[config.mk]
export PLATFORM = sky130hd
export DESIGN_NAME = alu_serial_unit
export DESIGN_NICKNAME = d
export VERILOG_FILES = /design/src/rtl/alu_serial_unit.sv
export SDC_FILE = /design/constraint.sdc
export NUM_CORES = 1
export LEC_CHECK = 0
export ABC_CLOCK_PERIOD_IN_PS = 3700
export CAP_MARGIN = 10
export CELL_PAD_IN_SITES_DETAIL_PLACEMENT = 0
export CELL_PAD_IN_SITES_GLOBAL_PLACEMENT = 1
export CORE_MARGIN = 5
export CORE_UTILIZATION = 42
export CTS_CLUSTER_SIZE = 30
export DETAILED_ROUTE_END_ITERATION = 10
export GPL_TIMING_DRIVEN = 0
export HOLD_SLACK_MARGIN = 0.05
export PLACE_DENSITY = 0.82
export SLEW_MARGIN = 20
export SYNTH_ARGS = -nofsm -noshare
export SYNTH_HDL_FRONTEND = slang
export SYNTH_SLANG_ARGS = --single-unit
[constraint.sdc]
create_clock -name clk -period 3.7 [get_ports clk]
set_clock_uncertainty 0.2 [all_clocks]
set_input_delay 0.74 -clock clk [delete_from_list [all_inputs] [get_ports clk]]
set_output_delay 0.74 -clock clk [all_outputs]
set_load 0.05 [all_outputs]
[src/rtl/alu_serial_unit.sv]
// ---------------------------------------------------------------------------
// alu_serial_unit
//
// Slice-serial ALU with a valid/ready request and response handshake.
// A request (f, a, b) is captured in IDLE. It is processed SLICE bits per
// cycle, LSB slice first, in BUSY, using a registered carry chain. The
// result is then presented in DONE until the initiator takes it. The
// function encoding and flags match the combinational alu.
//
// Ports:
//   clk        rising-edge clock
//   reset_n    asynchronous active-low reset
//   in_valid   request valid
//   in_ready   unit can accept a request (IDLE only)
//   f[2:0]     f[2]: invert b, carry-in 1; f[1:0]: 00 AND, 01 OR, 10 SUM, 11 SLT
//   a, b       WIDTH-bit operands
//   out_valid  result valid (DONE only)
//   out_ready  initiator accepts the result
//   y          WIDTH-bit result, held until the next DONE or reset
//   zero       y == 0
//   carry_out  adder carry out of the MSB
//   overflow   signed overflow of the adder
// ---------------------------------------------------------------------------
module alu_serial_unit #(
    parameter int WIDTH = 8,
    parameter int SLICE = 4
) (
    input  logic             clk,
    input  logic             reset_n,
    input  logic             in_valid,
    output logic             in_ready,
    input  logic [2:0]       f,
    input  logic [WIDTH-1:0] a,
    input  logic [WIDTH-1:0] b,
    output logic             out_valid,
    input  logic             out_ready,
    output logic [WIDTH-1:0] y,
    output logic             zero,
    output logic             carry_out,
    output logic             overflow
);

    localparam int NSLICE = WIDTH / SLICE;
    localparam int CNT_W  = (NSLICE > 1) ? $clog2(NSLICE) : 1;
    localparam logic [CNT_W-1:0] LAST = CNT_W'(NSLICE - 1);

    typedef enum logic [1:0] {IDLE, BUSY, DONE} state_t;

    state_t           state_q, state_d;
    logic [CNT_W-1:0] cnt_q;
    logic             carry_q;
    logic [WIDTH-1:0] a_q, bb_q, sum_q;
    logic [2:0]       f_q;

    logic             accept, last_slice;
    int               base;
    logic [SLICE-1:0] a_s, b_s, s_s;
    logic             c_next, c_msb, ov;
    logic [WIDTH-1:0] sum_full, y_d;
    logic             cf_d, ov_d;

    assign in_ready   = (state_q == IDLE);
    assign out_valid  = (state_q == DONE);
    assign accept     = in_ready && in_valid;
    assign last_slice = (state_q == BUSY) && (cnt_q == LAST);

    // Next-state logic.
    // NOTE: every variable written in always_comb gets a default first, so
    // no path through the block can leave it unassigned and infer a latch.
    always_comb begin
        state_d = state_q;
        case (state_q)
            IDLE:    if (in_valid)   state_d = BUSY;
            BUSY:    if (last_slice) state_d = DONE;
            DONE:    if (out_ready)  state_d = IDLE;
            default: state_d = IDLE;
        endcase
    end

    // Current slice of the adder. The carry into the slice MSB is recovered
    // as a ^ b ^ sum at that bit, which gives the signed-overflow term.
    always_comb begin
        base = int'(cnt_q) * SLICE;
        a_s  = a_q[base +: SLICE];
        b_s  = bb_q[base +: SLICE];
        {c_next, s_s} = {1'b0, a_s} + {1'b0, b_s} + {{SLICE{1'b0}}, carry_q};
        c_msb = a_s[SLICE-1] ^ b_s[SLICE-1] ^ s_s[SLICE-1];
        ov    = c_msb ^ c_next;
        // Sum slices gathered so far, with the slice being computed now.
        sum_full = sum_q;
        sum_full[base +: SLICE] = s_s;
    end

    // Result selection. It is only meaningful during the last slice.
    always_comb begin
        y_d  = '0;
        cf_d = 1'b0;
        ov_d = 1'b0;
        case (f_q[1:0])
            2'b00: y_d = a_q & bb_q;
            2'b01: y_d = a_q | bb_q;
            2'b10: begin
                y_d  = sum_full;
                cf_d = c_next;
                ov_d = ov;
            end
            default: begin
                y_d[0] = sum_full[WIDTH-1] ^ ov;
                cf_d   = c_next;
                ov_d   = ov;
            end
        endcase
    end

    // Operand and partial-sum storage. A reset cannot make these visible,
    // because they are always written before they are read.
    // NOTE: datapath registers are left without a reset. Only control state
    // and the visible outputs need a defined value after reset_n.
    always_ff @(posedge clk) begin
        if (accept) begin
            a_q  <= a;
            bb_q <= f[2] ? ~b : b;
            f_q  <= f;
        end
        if (state_q == BUSY) sum_q[base +: SLICE] <= s_s;
    end

    // Control state and held outputs.
    // NOTE: sequential state uses non-blocking assignments only, so every
    // flop samples pre-edge values regardless of statement order.
    always_ff @(posedge clk or negedge reset_n) begin
        if (!reset_n) begin
            state_q   <= IDLE;
            cnt_q     <= '0;
            carry_q   <= 1'b0;
            y         <= '0;
            zero      <= 1'b0;
            carry_out <= 1'b0;
            overflow  <= 1'b0;
        end else begin
            state_q <= state_d;
            if (accept) begin
                cnt_q   <= '0;
                carry_q <= f[2];
            end else if (state_q == BUSY) begin
                carry_q <= c_next;
                cnt_q   <= last_slice ? '0 : cnt_q + 1'b1;
            end
            if (last_slice) begin
                y         <= y_d;
                zero      <= (y_d == '0);
                carry_out <= cf_d;
                overflow  <= ov_d;
            end
        end
    end

endmodule

==> Yosys cells after proc, flatten, opt, wreduce, memory -nomap -nowiden <==
Cells that the tools add are included.
{ "word_totals": {"inputBits": 23, "out_inout_bits": 13, "wordCells": 56, "ff_bits": 41} }
{ "op_classes": {"bitwise_logic": 7, "n_shift": 4, "add_sub_neg": 4, "n_reduce_logical": 8, "n_mux": 15, "n_eq_ne": 7} }
{ "ops": {"columns": ["op", "n"], "rows": [
  ["$neg A3 Y33", 1],
  ["$shift A4 B33 Y8 const A", 1],
  ["$shiftx A4 B33 Y8", 1],
  ["$pmux W7 S3", 1],
  ["$shiftx A8 B4 Y4", 2],
  ["$and A8 B8 Y8", 1],
  ["$bwmux W8", 1],
  ["$logic_not A8 Y1", 1],
  ["$mux W8", 1],
  ["$not A8 Y8", 1],
  ["$or A8 B8 Y8", 1],
  ["$mux W1", 7],
  ["$mux W2", 3],
  ["$pmux W2 S3", 1],
  ["$add A4 B4 Y5", 1],
  ["$add A5 B1 Y5", 1],
  ["$eq A2 B1 Y1 const B", 2],
  ["$eq A2 B2 Y1 const B", 2],
  ["$logic_not A2 Y1", 2],
  ["$ne A2 B2 Y1 const B", 2],
  ["$xor A1 B1 Y1", 4],
  ["$pmux W1 S3", 1],
  ["$reduce_and A3 Y1", 1],
  ["$logic_and A1 B1 Y1", 2],
  ["4 further kinds", 4]
]} }

==> Logic depth before layout (Yosys ltp) <==
Gate-level depths: netlist of run 1.
{ "logic_depth": {"word_depth": 8, "ltp_mapped": 13, "ltp_nobuf": 10} }

==> Worst setup path after synthesis of run 1 <==
Ideal clock, no wire load.
{ "synth_timing": {"kind": "register to register", "from": "register cnt_q", "to": "register zero", "required_time_ns": 3.396, "arrival_ns": 2.986, "slack_ns": 0.410, "path_buffers": 3, "path_stages_with_launch": 14, "setup_time_ns": 0.104, "synth_period_minus_slack_ns": 3.290, "cell_sequence": "dfrtp_1 -> buf_2 -> buf_2 -> buf_1 -> mux2_2 -> fa_1 -> inv_1 -> fa_1 -> nand2b_1 -> o2bb2ai_1 -> xnor2_1 -> xor2_1 -> o21ai_1 -> o41ai_2"} }
{ "synth_via": {"elab_chain_cells": 8, "elab_cells_between_ends": 16, "cone_classes": "add/sub (3); shift (4); mux (3); bitwise (4); reduce/logical (2)"} }
{ "synth_rtl": {"columns": ["item", "line_no", "source"], "rows": [
  ["start: declaration", "50", "logic [CNT_W-1:0] cnt_q;"],
  ["start signal: assignment", "147", "cnt_q <= last_slice ? '0 : cnt_q + 1'b1;"],
  ["$shiftx A8 B4 Y4, on equally long branches", "84, 85", null],
  ["$add A4 B4 Y5", "86", "{c_next, s_s} = {1'b0, a_s} + {1'b0, b_s} + {{SLICE{1'b0}}, carry_q};"],
  ["$add A5 B1 Y5", "86", null],
  ["$shiftx A4 B33 Y8 / $xor A1 B1 Y1 (equally long branches)", "91, 87", null],
  ["$bwmux W8 / $xor A1 B1 Y1 (equally long branches)", "91, 88", null],
  ["$xor A1 B1 Y1", "108", "y_d[0] = sum_full[WIDTH-1] ^ ov;"],
  ["$pmux W1 S3", "99", "case (f_q[1:0])"],
  ["$logic_not A8 Y1", "151", "zero <= (y_d == '0);"],
  ["end signal: assignment", "151", null],
  ["end: declaration", "38", "output logic zero,"]
]} }
Several ways; a longest one is shown, not always the timed one.
A chain may end at the register's enable or synchronous reset.

==> Final worst setup path of run 1 <==
{ "layout_timing": {"from": "register cnt_q", "to": "register zero"} }
{ "layout_via": {"elab_cells_between_ends": 16, "cone_classes": "add/sub (3); shift (4); mux (3); bitwise (4); reduce/logical (2)"} }
{ "layout_rtl": {"columns": ["item", "line_no", "source"], "rows": [
  ["$shiftx A8 B4 Y4, on equally long branches", "84, 85", null],
  ["$add A4 B4 Y5", "86", null],
  ["$add A5 B1 Y5", "86", null],
  ["$shiftx A4 B33 Y8", "91", "sum_full[base +: SLICE] = s_s;"],
  ["$bwmux W8 (*)", "91", null],
  ["named net sum_full[6]", "59", "logic [WIDTH-1:0] sum_full, y_d;"],
  ["$pmux W7 S3 (*)", "99", null],
  ["$logic_not A8 Y1 (*)", "151", null]
]} }
The timed path passes the listed nets; every way through them passes the cells marked *.

==> impl_metrics.py, run 1 <==
metrics = {
    "power": {
        "leakage_nw": 1.01,
        "vdd.ir_drop.worst_v": 0.000340,
        "switching_share": 0.417,
        "p_total_w": 0.00238,
        "power_density_mw_per_mm2": 910,
        "seq_power_share": 0.333,
        "p_switching_w": 0.000992,
        "part_of_the_total_power_dissipated_in_the_clock_network": 0.145,
        "intPower_w": 0.00139,
        "power.share.combinational": 0.522,
    },
    "hold_path": {
        "worst_hold_path_cell_count": 2,
        "min_delay_worst_endpoint": "y[5]",
        "hold_class": "reg -> reg",
        "min-delay-start": "y[5]",
    },
    "setup_path": {
        "cp-startpoint": "cnt_q",
        "critical_path_s_top_delay_family": "buffers and inverters",
        "startpoint_of_the_most_critical_register_to_register_path": "cnt_q",
        "crit_type": "reg -> reg",
        "r2r_end": "zero",
        "timing.critical_path.buf_inv": 4,
        "worst_ep_required_time_ns": 3.70,
        "crit_path_cell_trace": "buf_2 -> buf_2 -> clkbuf_4 -> mux2_2 -> fa_1 -> inv_1 -> fa_1 -> xnor2_1 -> mux2_2 -> a22oi_1 -> nand4_1 -> o41ai_2",
        "ff2ff_setup_slack_ns": 0.22,
        "timing.critical_path.to_type": "flip-flop",
        "worst-r2r-cell-count": 12,
        "worst_path_largest_cell_delay_ns": 0.44,
        "cp-start-kind": "flip-flop",
        "cell_at_the_slowest_stage_of_the_critical_path": "sky130_fd_sc_hd__fa_1",
        "crit_path_max_fanout": 10,
        "cp.arrival_ns": 3.48,
    },
    "clocking": {
        "clk_pin_slew_ns": 0.08,
        "clock-root-buffer": "sky130_fd_sc_hd__clkbuf_8",
        "clock_insertion_delay_worst_skew_ns": 0.29,
        "clock_tree.buffer_depth": 2,
        "clock_sink_count": 41,
        "cts_setup_buffers": 0,
        "cts_tree": "yes",
        "ctsHtreeMaxLevel": 2,
        "holdBufCountCts": 0,
        "cts-buffers-inserted": 5,
    },
    "placed_design": {
        "gp_congestion": 0.889,
        "placed_cell_area_sq_mm": 0.00250,
        "place_worst_setup_slack_ns": -0.0633,
        "hpwl_microns": 3360,
        "place_inst": 271,
        "numPortBuffers": 34,
    },
    "floorplanning": {
        "fp.dieW_microns": 80.3,
        "rows": 25,
        "dieHeight_microns": 80.3,
        "core_area_sq_mm": 0.00475,
        "pin_count": 36,
        "initial_utilization": 0.437,
        "dieArea_sq_mm": 0.00645,
    },
    "final_layout": {
        "finish.utilization": 0.550,
        "layout-drive-gt1-share": 0.127,
        "antennaDiodeCount": 0,
        "fin_area_sq_mm": 0.00262,
        "finalNetCount": 239,
        "layout_commonest_cell": "sky130_fd_sc_hd__clkdlybuf4s50_1",
        "areaGrowthSynthToFinish_pct": 26.0,
        "mostFrequentLayoutCells": "sky130_fd_sc_hd__clkdlybuf4s50_1, sky130_fd_sc_hd__edfxtp_1, sky130_fd_sc_hd__nand2_1, sky130_fd_sc_hd__dfrtp_1, sky130_fd_sc_hd__o21ai_0",
        "final_instance_count_excl_fillers": 279,
    },
    "logic_synthesis": {
        "post_synth_instance_area_sq_mm": 0.00208,
        "synthDistinctLibCells": 40,
        "postSynthAreaPerCell_sq_um": 12.2,
        "post_synth_inst_count": 170,
        "synth.ff_latch_count": 41,
        "yosysWarnings": 0,
        "postSynthNetCount": 198,
        "share_of_the_yosys_chip_area_belonging_to_registers": 0.557,
    },
    "sta": {
        "achievable-frequency_ghz": 0.287,
        "timing.slew.headroom": 0.413,
        "finalSetupViolations": 0,
        "period_minus_slack_ns": 3.48,
        "tightestPinTransition_ns": 0.880,
        "grt_setup_unrepaired": "false",
        "maxSlewViolCount": 0,
        "number_of_failing_hold_endpoints_at_the_final_stage": 0,
        "finalCritPeriodShare": 0.940,
        "layout_setup_ws_ns": 0.220,
    },
    "drt": {
        "first_iteration_detailed_routing_drc_count": 112,
        "drt-wirelength-per-cell_microns": 15.3,
        "wirelength_microns": 4270,
        "route.detailed.vias_per_inst": 5.09,
        "ant_nets": 0,
        "via_count": 1421,
        "remaining_drc_errors": 0,
        "drt_pass1_iterations": 4,
    },
    "global_route": {
        "remaining_global_route_overflow": 0,
        "grt_use_total": 0.146,
        "first_global_vias": 1461,
        "grt_start_max_net_pins": 22,
        "grt_first_pass_wirelength_microns": 7080,
        "antenna_found_initial": 0,
    },
    "job": {
        "max-cap-violations": 0,
    },
    "run_status": {
        "status": "finished clean",
    },
}
==> registers in the layout, indices dropped and copies added, names as in the netlist, 2 cells and up <==
signal,flops
a_q,8
bb_q,8
f_q,2
state_q,2
sum_q,8
y,8
==> per-layer routing <==
layer,GRT usage,up-vias,routed length (microns)
met3,0.0381,4,234
met4,0.0338,0,31
met2,0.247,37,2160
met5,0,-,0
li1,-,693,-
met1,0.186,687,1840
==> how the worst max path moves through the flow <==
stage,to,slack (ns),depth (start not counted)
6_report,zero,0.22,12
5_1_grt,zero,0.04,12
4_1_cts,zero,0.15,12
3_5_place_dp,zero,-0.06,12
3_3_place_gp,zero,-0.005,12
2_1_floorplan,zero,0.41,13
==> synth_stat cells <==
library cell	n	share of area
sky130_fd_sc_hd__edfxtp_1	26	0.38
sky130_fd_sc_hd__nand2_1	18	0.033
sky130_fd_sc_hd__dfrtp_1	15	0.18
sky130_fd_sc_hd__o21ai_0	12	0.029
sky130_fd_sc_hd__mux2_2	11	0.060
sky130_fd_sc_hd__inv_1	9	0.016
sky130_fd_sc_hd__xor2_1	9	0.038
sky130_fd_sc_hd__maj3_1	8	0.039
sky130_fd_sc_hd__a22oi_1	7	0.025
sky130_fd_sc_hd__nor2_1	7	0.013
sky130_fd_sc_hd__a21oi_1	4	0.0096
sky130_fd_sc_hd__nand2b_1	4	0.012
sky130_fd_sc_hd__buf_2	3	0.0072
sky130_fd_sc_hd__ha_1	3	0.018
sky130_fd_sc_hd__mux2i_1	3	0.014
sky130_fd_sc_hd__a22o_1	2	0.0084
sky130_fd_sc_hd__and2_1	2	0.0060
sky130_fd_sc_hd__clkbuf_1	2	0.0036
sky130_fd_sc_hd__fa_1	2	0.019
sky130_fd_sc_hd__nor3_1	2	0.0048
sky130_fd_sc_hd__xnor2_1	2	0.0084
sky130_fd_sc_hd__a211o_1	1	0.0042
sky130_fd_sc_hd__a211oi_1	1	0.0036
sky130_fd_sc_hd__a21boi_0	1	0.0036
sky130_fd_sc_hd__a21o_1	1	0.0036
sky130_fd_sc_hd__a21oi_2	1	0.0042
sky130_fd_sc_hd__a32oi_1	1	0.0042
sky130_fd_sc_hd__and3_4	1	0.0054
sky130_fd_sc_hd__buf_1	1	0.0018
sky130_fd_sc_hd__clkinv_1	1	0.0018
sky130_fd_sc_hd__nand3_2	1	0.0048
sky130_fd_sc_hd__nand3b_1	1	0.0036
sky130_fd_sc_hd__nand4_1	1	0.0030
sky130_fd_sc_hd__o21ai_1	1	0.0024
sky130_fd_sc_hd__o21bai_1	1	0.0036
sky130_fd_sc_hd__o22ai_1	1	0.0030
sky130_fd_sc_hd__o2bb2ai_1	1	0.0042
sky130_fd_sc_hd__o31ai_1	1	0.0036
sky130_fd_sc_hd__o31ai_4	1	0.010
sky130_fd_sc_hd__o41ai_2	1	0.0078
==> worst min-delay path, cell delays in order, from the launching register on <==
cell and delay [ns]:
sky130_fd_sc_hd__dfrtp_1 0.35, sky130_fd_sc_hd__nand2_1 0.05, sky130_fd_sc_hd__o21ai_0 0.06
==> repair_timing <==
action | CTS | global route
setup endpoints to repair | 2 | 1
gates cloned | 0 | 0
gates resized for setup | 1 | 1
==> power by group through the flow <==
stage | logic (W) | registers (W) | clock network (W)
finish | 0.00124 | 0.000793 | 0.000345
global route | 0.00136 | 0.000818 | 0.000369
floorplan | 0.000761 | 0.000932 | 0
global placement | 0.00121 | 0.000791 | 0
CTS | 0.00125 | 0.000797 | 0.000346
detailed placement | 0.00124 | 0.000806 | 0
==> logic make-up after synthesis <==
kind of cell / after synthesis / synth area share
flip-flops: 41 / 0.557
AO/OA/AOI/OAI: 38 / 0.131
buffers and inverters: 16 / 0.0307
AND/OR/NAND/NOR: 37 / 0.0850
adder cells (fa/ha/maj): 13 / 0.0760
XOR/XNOR: 11 / 0.0464
multiplexers: 14 / 0.0741
==> layout make-up <==
type	instances	area, sq um
Buffer	6	30.0
Clock buffer	8	111
Fill cell	430	2140
Inverter	10	37.5
Multi-Input combinational cell	113	856
Sequential cell	41	1160
Tap cell	67	83.8
Timing Repair Buffer	34	340
==> through the flow <==
stage | TNS (ns) | hold slack [ns]
floorplan | 0 | 0.244
global placement | -0.00498 | 0.267
detailed placement | -0.117 | 0.279
CTS | 0 | 0.296
global route | 0 | 0.318
finish | 0 | 0.287
Power figures use the tool's default switching activity.
==> run 2: changes to the inputs <==
- CORE_MARGIN: 5 -> not set
- SLEW_MARGIN: 20 -> 0
==> impl_metrics.py, run 2 (synthesis results as in run 1) <==
metrics = {
    "global_route": {
        "grt_use_total": 0.180,
        "remaining_global_route_overflow": 0,
        "first_global_vias": 1421,
        "grt_first_pass_wirelength_microns": 6890,
        "grt_start_max_net_pins": 22,
        "antenna_found_initial": 0,
    },
    "final_layout": {
        "antennaDiodeCount": 0,
        "fillerInstances": 421,
        "finish.utilization": 0.546,
        "areaGrowthSynthToFinish_pct": 25.0,
        "layout-drive-gt1-share": 0.123,
        "layout_commonest_cell": "sky130_fd_sc_hd__clkdlybuf4s50_1",
        "mostFrequentLayoutCells": "sky130_fd_sc_hd__clkdlybuf4s50_1, sky130_fd_sc_hd__edfxtp_1, sky130_fd_sc_hd__nand2_1, sky130_fd_sc_hd__dfrtp_1, sky130_fd_sc_hd__o21ai_0",
        "finalNetCount": 239,
        "fin_area_sq_mm": 0.00259,
        "final_instance_count_excl_fillers": 279,
    },
    "clocking": {
        "cts_setup_buffers": 0,
        "clk_pin_slew_ns": 0.08,
        "cts_tree": "yes",
        "clock-root-buffer": "sky130_fd_sc_hd__clkbuf_8",
        "clock_tree.buffer_depth": 2,
        "clock_sink_count": 41,
        "clock_insertion_delay_worst_skew_ns": 0.29,
        "ctsHtreeMaxLevel": 2,
        "cts-buffers-inserted": 5,
    },
    "sta": {
        "final.setup.tns_ns": 0,
        "achievable-frequency_ghz": 0.293,
        "number_of_failing_hold_endpoints_at_the_final_stage": 0,
        "tightestPinTransition_ns": 0.882,
        "period_minus_slack_ns": 3.42,
        "finalSetupViolations": 0,
        "maxSlewViolCount": 0,
        "grt_setup_unrepaired": "false",
        "finalCritPeriodShare": 0.924,
        "layout_setup_ws_ns": 0.283,
        "timing.slew.headroom": 0.412,
    },
    "floorplanning": {
        "initial_utilization": 0.437,
        "rows": 25,
        "fp.dieW_microns": 72.3,
        "pin_count": 36,
        "dieHeight_microns": 72.3,
        "core_area_sq_mm": 0.00475,
        "dieArea_sq_mm": 0.00523,
    },
    "placed_design": {
        "gp_congestion": 0.846,
        "numPortBuffers": 34,
        "hpwl_microns": 3240,
        "place_worst_setup_slack_ns": -0.0286,
        "placed_cell_area_sq_mm": 0.00250,
        "place_inst": 271,
    },
    "power": {
        "part_of_the_total_power_dissipated_in_the_clock_network": 0.127,
        "power.share.combinational": 0.534,
        "p_switching_w": 0.000987,
        "leakage_nw": 1.00,
        "vdd.ir_drop.worst_v": 0.000313,
        "intPower_w": 0.00135,
        "seq_power_share": 0.339,
        "switching_share": 0.423,
        "power_density_mw_per_mm2": 900,
    },
    "setup_path": {
        "cp-start-kind": "flip-flop",
        "worst_ep_required_time_ns": 3.69,
        "cp.arrival_ns": 3.41,
        "timing.critical_path.buf_inv": 4,
        "cell_at_the_slowest_stage_of_the_critical_path": "sky130_fd_sc_hd__fa_1",
        "worst_path_largest_cell_delay_ns": 0.44,
        "critical_path_s_top_delay_family": "multiplexers",
        "crit_type": "reg -> reg",
        "crit_path_cell_trace": "buf_2 -> buf_2 -> buf_4 -> mux2_2 -> fa_1 -> inv_1 -> fa_1 -> xnor2_1 -> mux2_2 -> a22oi_1 -> nand4_1 -> o41ai_2",
        "crit_path_max_fanout": 10,
        "timing.critical_path.to_type": "flip-flop",
    },
    "drt": {
        "drt-wirelength-per-cell_microns": 15.1,
        "remaining_drc_errors": 0,
        "wirelength_microns": 4210,
        "drt_pass1_iterations": 4,
        "route.detailed.vias_per_inst": 5.20,
        "first_iteration_detailed_routing_drc_count": 59,
        "via_count": 1451,
        "ant_nets": 0,
    },
    "job": {
        "max-cap-violations": 0,
    },
    "hold_path": {
        "hold_class": "reg -> reg",
    },
    "run_status": {
        "status": "finished clean",
    },
}
==> run 2: cell count changes in the layout (fill, tap and decap cells not counted) <==
cell	previous run	this run
sky130_fd_sc_hd__clkbuf_16	1	0
sky130_fd_sc_hd__buf_4	0	1
sky130_fd_sc_hd__clkbuf_4	1	0
sky130_fd_sc_hd__clkbuf_1	3	4
==> run 2: power groups by stage <==
stage          registers (W)  clock network (W)  logic, W
6_report            0.000791           0.000297   0.00125
3_5_place_dp        0.000803                  0   0.00124
5_1_grt             0.000809           0.000325   0.00135
2_1_floorplan       0.000932                  0  0.000761
3_3_place_gp        0.000791                  0   0.00121
4_1_cts             0.000792           0.000305   0.00125
==> run 2: area by class of cell <==
cell class                      count  area [sq um]  area share
Clock buffer                        8          90.1      0.0347
Timing Repair Buffer               34           340       0.131
Buffer                              6          30.0      0.0116
Tap cell                           67          83.8      0.0323
Inverter                           10          37.5      0.0145
Sequential cell                    41          1160       0.446
Multi-Input combinational cell    113           856       0.330
==> run 2: per-layer routing <==
metal  track usage  part of all wire  wire length (microns)
met1         0.229              0.45                   1900
met4        0.0675             0.018                     77
met5             0                 0                      0
met2         0.293              0.50                   2110
met3        0.0486             0.030                    127
==> run 2: repair_timing <==
item                                   in CTS  in global routing
gates resized for setup                     1                  2
endpoints found under the hold margin       0                  0
setup endpoints to repair                   1                  1
hold buffers                                0                  0
==> run 2: metrics by stage <==
stage | hold WS (ns) | power, W
2_1_floorplan | 0.244 | 0.00169
3_5_place_dp | 0.276 | 0.00205
6_report | 0.291 | 0.00234
4_1_cts | 0.293 | 0.00235
5_1_grt | 0.321 | 0.00249
3_3_place_gp | 0.267 | 0.00200
==> run 2: final timing paths <==
| kind | cells past startpoint | slack, ns | endpoint | start |
|---|---|---|---|---|
| worst max-delay path | 12 | 0.28 | zero | cnt_q |
| max in group asynchronous | 1 | 2.24 | overflow | reset_n |
| min in group asynchronous | 1 | 0.65 | y[6] | reset_n |
| worst max register to register | 12 | 0.28 | zero | cnt_q |
| worst min register to register | 2 | 0.29 | y[5] | y[5] |
| worst min-delay path | 2 | 0.29 | y[5] | y[5] |
==> run 2: tightest hold or removal path, stage by stage, from the launching register on <==
cell and delay (ns):
sky130_fd_sc_hd__dfrtp_1 0.35, sky130_fd_sc_hd__nand2_1 0.05, sky130_fd_sc_hd__o21ai_0 0.06
==> run 3: changes to the inputs <==
- TNS_END_PERCENT: not set -> 10
==> results of run 3 <==
No change in the layout: final DEF, timing and power equal those of run 2.
